File: config.mk
export PLATFORM = sky130hd
export DESIGN_NAME = glitchless_clock_mux
export DESIGN_NICKNAME = d
export VERILOG_FILES = /design/src/rtl/glitchless_clock_mux.sv
export SDC_FILE = /design/constraint.sdc
export NUM_CORES = 1
export LEC_CHECK = 0
export BUFFER_PORTS_ARGS = -buffer_cell sky130_fd_sc_hd__buf_2
export CORE_AREA = 2 2 39 41
export DETAILED_ROUTE_END_ITERATION = 12
export DIE_AREA = 0 0 41 43
export GPL_TIMING_DRIVEN = 1
export HOLD_SLACK_MARGIN = 0.06
export PLACE_DENSITY = 0.43
export SYNTH_ARGS = -nofsm -noshare
export SYNTH_HDL_FRONTEND = slang
export SYNTH_SLANG_ARGS = --single-unit
File: constraint.sdc
create_clock -name CLK -period 2.95 [get_ports CLK]
set_clock_uncertainty 0.15 [all_clocks]
set_input_delay 0.59 -clock CLK [delete_from_list [all_inputs] [get_ports CLK]]
set_output_delay 0.59 -clock CLK [all_outputs]
set_load 0.1 [all_outputs]
File: src/rtl/glitchless_clock_mux.sv
// Two-input selector for low-rate clock-like signals, sampled by CLK.
// In SYNC mode a switchover parks O at IDLE_LEVEL so no runt pulse reaches O.
module glitchless_clock_mux #(
    parameter string CLK_SEL_TYPE = "SYNC",
    parameter int    IDLE_LEVEL   = 0,
    parameter int    SEL_INVERT   = 0
) (
    input  logic CLK,
    input  logic RST,
    input  logic I0,
    input  logic I1,
    input  logic S,
    output logic O,
    output logic SEL_CUR,
    output logic SWITCHING
);

    localparam bit IS_SYNC  = (CLK_SEL_TYPE == "SYNC");
    localparam bit IS_ASYNC = (CLK_SEL_TYPE == "ASYNC");

    // Attribute errors stop elaboration before any simulation time passes.
    if (!(IS_SYNC || IS_ASYNC)) begin : g_bad_sel_type
        $fatal(1, "%m: attribute error, CLK_SEL_TYPE must be \"SYNC\" or \"ASYNC\"");
    end
    if (IDLE_LEVEL < 0 || IDLE_LEVEL > 1) begin : g_bad_idle_level
        $fatal(1, "%m: attribute error, IDLE_LEVEL must be 0 or 1");
    end
    if (SEL_INVERT < 0 || SEL_INVERT > 1) begin : g_bad_sel_invert
        $fatal(1, "%m: attribute error, SEL_INVERT must be 0 or 1");
    end

    localparam logic IDLE = IDLE_LEVEL[0];
    localparam logic INV  = SEL_INVERT[0];

    localparam logic [1:0] ST_RUN      = 2'd0;
    localparam logic [1:0] ST_WAIT_OLD = 2'd1;
    localparam logic [1:0] ST_WAIT_NEW = 2'd2;

    logic [1:0] state_q, state_d;
    logic       cur_q, cur_d;
    logic       o_q, o_d;

    logic s_eff;
    logic i_cur;
    logic i_oth;

    assign s_eff = S ^ INV;
    assign i_cur = cur_q ? I1 : I0;
    assign i_oth = cur_q ? I0 : I1;

    always_comb begin
        state_d = state_q;
        cur_d   = cur_q;
        o_d     = o_q;
        case (state_q)
            ST_RUN: begin
                o_d = i_cur;
                if (s_eff != cur_q) begin
                    if (IS_SYNC) begin
                        state_d = ST_WAIT_OLD;
                    end else begin
                        cur_d = s_eff;
                        o_d   = i_oth;
                    end
                end
            end
            ST_WAIT_OLD: begin
                if (s_eff == cur_q) begin
                    state_d = ST_RUN;
                    o_d     = i_cur;
                end else if (i_cur == IDLE) begin
                    o_d     = IDLE;
                    cur_d   = ~cur_q;
                    state_d = ST_WAIT_NEW;
                end else begin
                    o_d = i_cur;
                end
            end
            ST_WAIT_NEW: begin
                // O is already parked here, so a new target can be taken freely.
                o_d = IDLE;
                if (s_eff != cur_q) begin
                    cur_d = s_eff;
                end else if (i_cur == IDLE) begin
                    state_d = ST_RUN;
                    o_d     = i_cur;
                end
            end
            default: begin
                state_d = ST_RUN;
                o_d     = IDLE;
            end
        endcase
    end

    always_ff @(posedge CLK or posedge RST) begin
        if (RST) begin
            state_q <= ST_RUN;
            cur_q   <= 1'b0;
            o_q     <= IDLE;
        end else begin
            state_q <= state_d;
            cur_q   <= cur_d;
            o_q     <= o_d;
        end
    end

    assign O         = o_q;
    assign SEL_CUR   = cur_q;
    assign SWITCHING = (state_q != ST_RUN);

endmodule

==> flow_metrics.env, run 1 <==
export IMPL_ys_seq_area_share_pct=40.8
export IMPL_grt_overflow_total=0
export IMPL_status="finished, final reports clean"
export IMPL_hp_class="in -> async"
export IMPL_path_clk_slew_ps=40
export IMPL_io_buffer_count=7
export IMPL_ys_types=17
export IMPL_hold_viol=0
export IMPL_clkLatencyLatePin_ps=230
export IMPL_cts_hold_buf=0
export IMPL_r2r_slack_ps=1800
export IMPL_crit_fanout=7
export IMPL_cts_sinks=4
export IMPL_rows=14
export IMPL_synth_warnings=0
export IMPL_syn2layout_area_growth_pct=27.6
export IMPL_grt_pass1_wl_um=848
export IMPL_grt_util_all_layers_pct=7.96
export IMPL_die_area_um2=1760
export IMPL_core_um2=1380
export IMPL_clockBufferDepth=2
export IMPL_layout_commonest_cell="buf_2"
export IMPL_die_w_um=41
export IMPL_fillers=147
export IMPL_worstPathArrival_ps=1270
export IMPL_cts_tree="built"
export IMPL_cts_resized=0
export IMPL_setup_tns_ps=0
export IMPL_dieHeight_um=43
export IMPL_drc=0
export IMPL_final_nets=41
export IMPL_rr_startpoint="state_q[1]$_DFFE_PP0P_"
export IMPL_rsz0062_at_grt="no"
export IMPL_h_tree_depth=1
export IMPL_syn_num_nets=31
export IMPL_startpoint="state_q[1]$_DFFE_PP0P_"
export IMPL_root_buffer="clkbuf_4"
export IMPL_cts_setup_buffers=0
export IMPL_vias_per_cell=4.24
export IMPL_tightest_slew_ps=487
export IMPL_fin_crit_ps=2010
export IMPL_synth_seq_cells=4
export IMPL_cap_violations=0
export IMPL_ant_nets=0
export IMPL_routed_wl_um=498
export IMPL_vias=212
export IMPL_cp_required_ps=2210
export IMPL_start_util_pct=17.7
export IMPL_cts_buffers_inserted=3
export IMPL_slew_viol_final=0
export IMPL_drive_gt1_share_pct=32.4
export IMPL_diodes=0
export IMPL_final_cell_mix="buf_2, dfrtp_1, clkbuf_4"
export IMPL_critPathKind="reg -> out"
export IMPL_fin_crit_sh_pct=68.1
export IMPL_endpoint_kind="primary output"
export IMPL_grt_max_degree=10
export IMPL_grt_pass1_vias=205
export IMPL_antenna_found_initial=0
export IMPL_start_kind="register"
export IMPL_first_iter_violations=6
export IMPL_final_setup_viol_count=0
export IMPL_dr_pass1_iters=4
export IMPL_synthCells=26
export IMPL_synth_area_um2=245
export IMPL_slew_headroom_pct=67.8
export IMPL_syn_area_per_cell_um2=9.43
export IMPL_gp_congestion=0.748
export IMPL_fmax_mhz=498
export IMPL_io_pins=8
export IMPL_wl_per_cell_um=9.96
## registers in the layout, summed over array words and instances (netlist names)
| signal | flops |
|---|---|
| state_q | 2 |
| O | 1 |
| SEL_CUR | 1 |
## worst max-delay path, stage by stage (launching register included)
cell and delay, ps:
dfrtp_1 450, or2_1 160, buf_2 430
## cell type report
class,count,area (µm²),area share [%]
multi-input combinational,19,131,42.0
sequential,4,100,32.0
timing repair buffer,7,35.0,11.2
clock buffer,3,22.5,7.20
tap,16,20.0,6.40
inverter,1,3.75,1.20
## stage by stage
stage	setup WS, ps	cells	hold WS [ps]	util [%]	instance area, µm²
global route	888	50	78.4	22.6	313
detailed placement	1190	47	322	21.0	290
global placement	1190	47	328	21.0	290
finish	942	50	72.4	22.6	313
floorplan	1040	26	206	-	245
CTS	936	50	69.2	22.6	313
## path summary, 6_finish.rpt
path | end | cells after the start
min | O$_DFF_PP0_ | 2
max reg2reg | SEL_CUR$_DFFE_PP0P_ | 3
max | SWITCHING | 2
min in group CLK | O$_DFF_PP0_ | 1
min reg2reg | O$_DFF_PP0_ | 1
max in group asynchronous | state_q[1]$_DFFE_PP0P_ | 2
## Yosys cell counts, drive strengths merged
library cell	number	share of area (%)
a21o	1	3.1
a21oi	2	4.1
buf	2	4.1
dfrtp	4	41
inv	1	1.5
mux2	1	4.6
mux2i	2	8.2
nand2	1	1.5
nand2b	2	5.1
nand3b	2	6.1
nor2	1	1.5
nor2b	2	5.1
o211ai	1	3.1
o21ai	1	2.0
o21bai	1	3.1
o311ai	1	3.6
or2	1	2.6
## cell families (layout without fill, tap and decap cells)
logic type / Yosys count / count (layout) / synth area share, %
compound gates: 7 / 7 / 18.9
mux: 3 / 3 / 12.8
flops: 4 / 4 / 40.8
buf+inv: 3 / 11 / 5.61
simple gates: 9 / 9 / 21.9
## layer usage
| metal | up-vias | track usage [%] | wire [µm] |
|---|---|---|---|
| met3 | 0 | 7.85 | 57 |
| met1 | 95 | 8.77 | 206 |
| li1 | 108 | - | - |
| met4 | 0 | 4.00 | 0 |
| met2 | 9 | 9.69 | 235 |
| met5 | - | 0 | 0 |
Power of run 1 is not shown: default switching activity piles up to over one toggle a cycle in this logic, so the estimate is an artifact.
==> run 2, diff against run 1 <==
==> constraint.sdc (replaced) <==
create_clock -name CLK -period 1.95 [get_ports CLK]
set_clock_uncertainty 0.15 [all_clocks]
set_input_delay 0.39 -clock CLK [delete_from_list [all_inputs] [get_ports CLK]]
set_output_delay 0.39 -clock CLK [all_outputs]
set_load 0.1 [all_outputs]
==> run 2 against run 1 <==
Count of clock-buffer cells in the layout is the same; sequential cell count stayed put; final area up 3.2%; first-iteration DRC count unchanged; global-route usage up 0.10 points; utilization up 0.72 points; cell count increased by 2.0%; critical path depth unchanged; sequential share of layout area decreased by 0.99 points.
==> flow_metrics.env, run 2 (synthesis results as in run 1) <==
export IMPL_tightest_slew_ps=487
export IMPL_drc=0
export IMPL_core_um2=1380
export IMPL_clockBufferDepth=2
export IMPL_cap_violations=0
export IMPL_syn2layout_area_growth_pct=31.6
export IMPL_status="finished, final reports clean"
export IMPL_grt_max_degree=10
export IMPL_start_util_pct=17.7
export IMPL_rsz0062_at_grt="no"
export IMPL_final_util_pct=23.3
export IMPL_dr_pass1_iters=4
export IMPL_grt_pass1_wl_um=862
export IMPL_place_area_um2=290
export IMPL_cts_sinks=4
export IMPL_hp_class="in -> reg"
export IMPL_first_iter_violations=6
export IMPL_gp_congestion=0.748
export IMPL_start_kind="register"
export IMPL_final_nets=42
export IMPL_layout_commonest_cell="buf_2"
export IMPL_grt_pass1_vias=209
export IMPL_holdPathStages=2
export IMPL_antenna_found_initial=0
export IMPL_final_cell_mix="buf_2, dfrtp_1, clkbuf_4"
export IMPL_path_clk_slew_ps=40
export IMPL_min_to="SEL_CUR$_DFFE_PP0P_"
export IMPL_clkLatencyLatePin_ps=230
export IMPL_cts_buffers_inserted=3
export IMPL_die_w_um=41
export IMPL_cts_resized=0
export IMPL_regMostFlops="state_q"
export IMPL_setup_tns_ps=0
export IMPL_slew_viol_final=0
export IMPL_vias=216
export IMPL_slew_headroom_pct=67.8
export IMPL_fmax_mhz=553
export IMPL_critPathKind="reg -> out"
export IMPL_holdWs_ps=289
export IMPL_rows=14
export IMPL_final_setup_viol_count=0
export IMPL_final_area_um2=323
export IMPL_r2r_slack_ps=800
export IMPL_routed_wl_um=499
export IMPL_io_pins=8
export IMPL_rr_startpoint="state_q[1]$_DFFE_PP0P_"
export IMPL_fin_crit_sh_pct=92.7
export IMPL_ff2ff_path_depth=3
export IMPL_io_buffer_count=7
export IMPL_fillers=146
export IMPL_root_buffer="clkbuf_4"
export IMPL_wl_per_cell_um=9.78
export IMPL_h_tree_depth=1
export IMPL_fin_crit_ps=1810
export IMPL_grt_overflow_total=0
export IMPL_drive_gt1_share_pct=31.4
export IMPL_diodes=0
export IMPL_die_area_um2=1760
export IMPL_crit_fanout=7
export IMPL_holdCritStartpoint="S"
export IMPL_vias_per_cell=4.24
export IMPL_ant_nets=0
export IMPL_endpoint_kind="primary output"
export IMPL_r2r_end="SEL_CUR$_DFFE_PP0P_"
export IMPL_cp_required_ps=1410
export IMPL_cts_tree="built"
export IMPL_dieHeight_um=43
export IMPL_grt_util_all_layers_pct=8.06
export IMPL_worstPathArrival_ps=1270
export IMPL_largest_reg_flops=2
export IMPL_hold_viol=0
[run 2: cell types whose count changed in the layout (fill, tap and decap cells not counted), sizes merged]
cell         before  now
dlygate4sd3       0    1
[run 2: how the worst max path moves through the flow]
| stage | from | to | cells past startpoint |
|---|---|---|---|
| final | state_q[1]$_DFFE_PP0P_ | SWITCHING | 2 |
| after floorplan | state_q[1]$_DFFE_PP0P_ | state_q[1]$_DFFE_PP0P_ | 4 |
| after CTS | state_q[1]$_DFFE_PP0P_ | SWITCHING | 2 |
| after global routing | state_q[1]$_DFFE_PP0P_ | SWITCHING | 2 |
| after global placement | state_q[1]$_DFFE_PP0P_ | SWITCHING | 2 |
| after detailed placement | state_q[1]$_DFFE_PP0P_ | SWITCHING | 2 |
[run 2: timing repair]
action | in CTS | in global routing
hold endpoints to repair | 4 | 0
setup buffers | 0 | 0
hold buffers | 1 | 0
[run 2: layer usage]
metal	wire, µm	GRT usage (%)	share of wire [%]	up-vias
met5	0	0	0	-
met4	0	4.00	0	0
met3	56	7.85	11	0
met1	211	9.09	42	97
met2	231	9.69	46	9
li1	-	-	-	110
[run 2: final cells by class]
class / instances / area, µm² / area share, %
Tap cell: 16 / 20.0 / 6.20
Timing Repair Buffer: 8 / 45.0 / 14.0
Clock buffer: 3 / 22.5 / 6.98
Multi-Input combinational cell: 19 / 131 / 40.7
Sequential cell: 4 / 100 / 31.0
Inverter: 1 / 3.75 / 1.16
[run 2: through the flow]
step / std cells / setup slack, ps
global placement: 47 / 390
CTS: 51 / 136
global route: 51 / 87.5
detailed placement: 47 / 386
floorplan: 26 / 201
finish: 51 / 143
[run 2: critical path: stages (launching register included)]
cell	delay, ps
dfrtp_1	450
or2_1	160
buf_2	430
Power of run 2 is left out for the same reason.
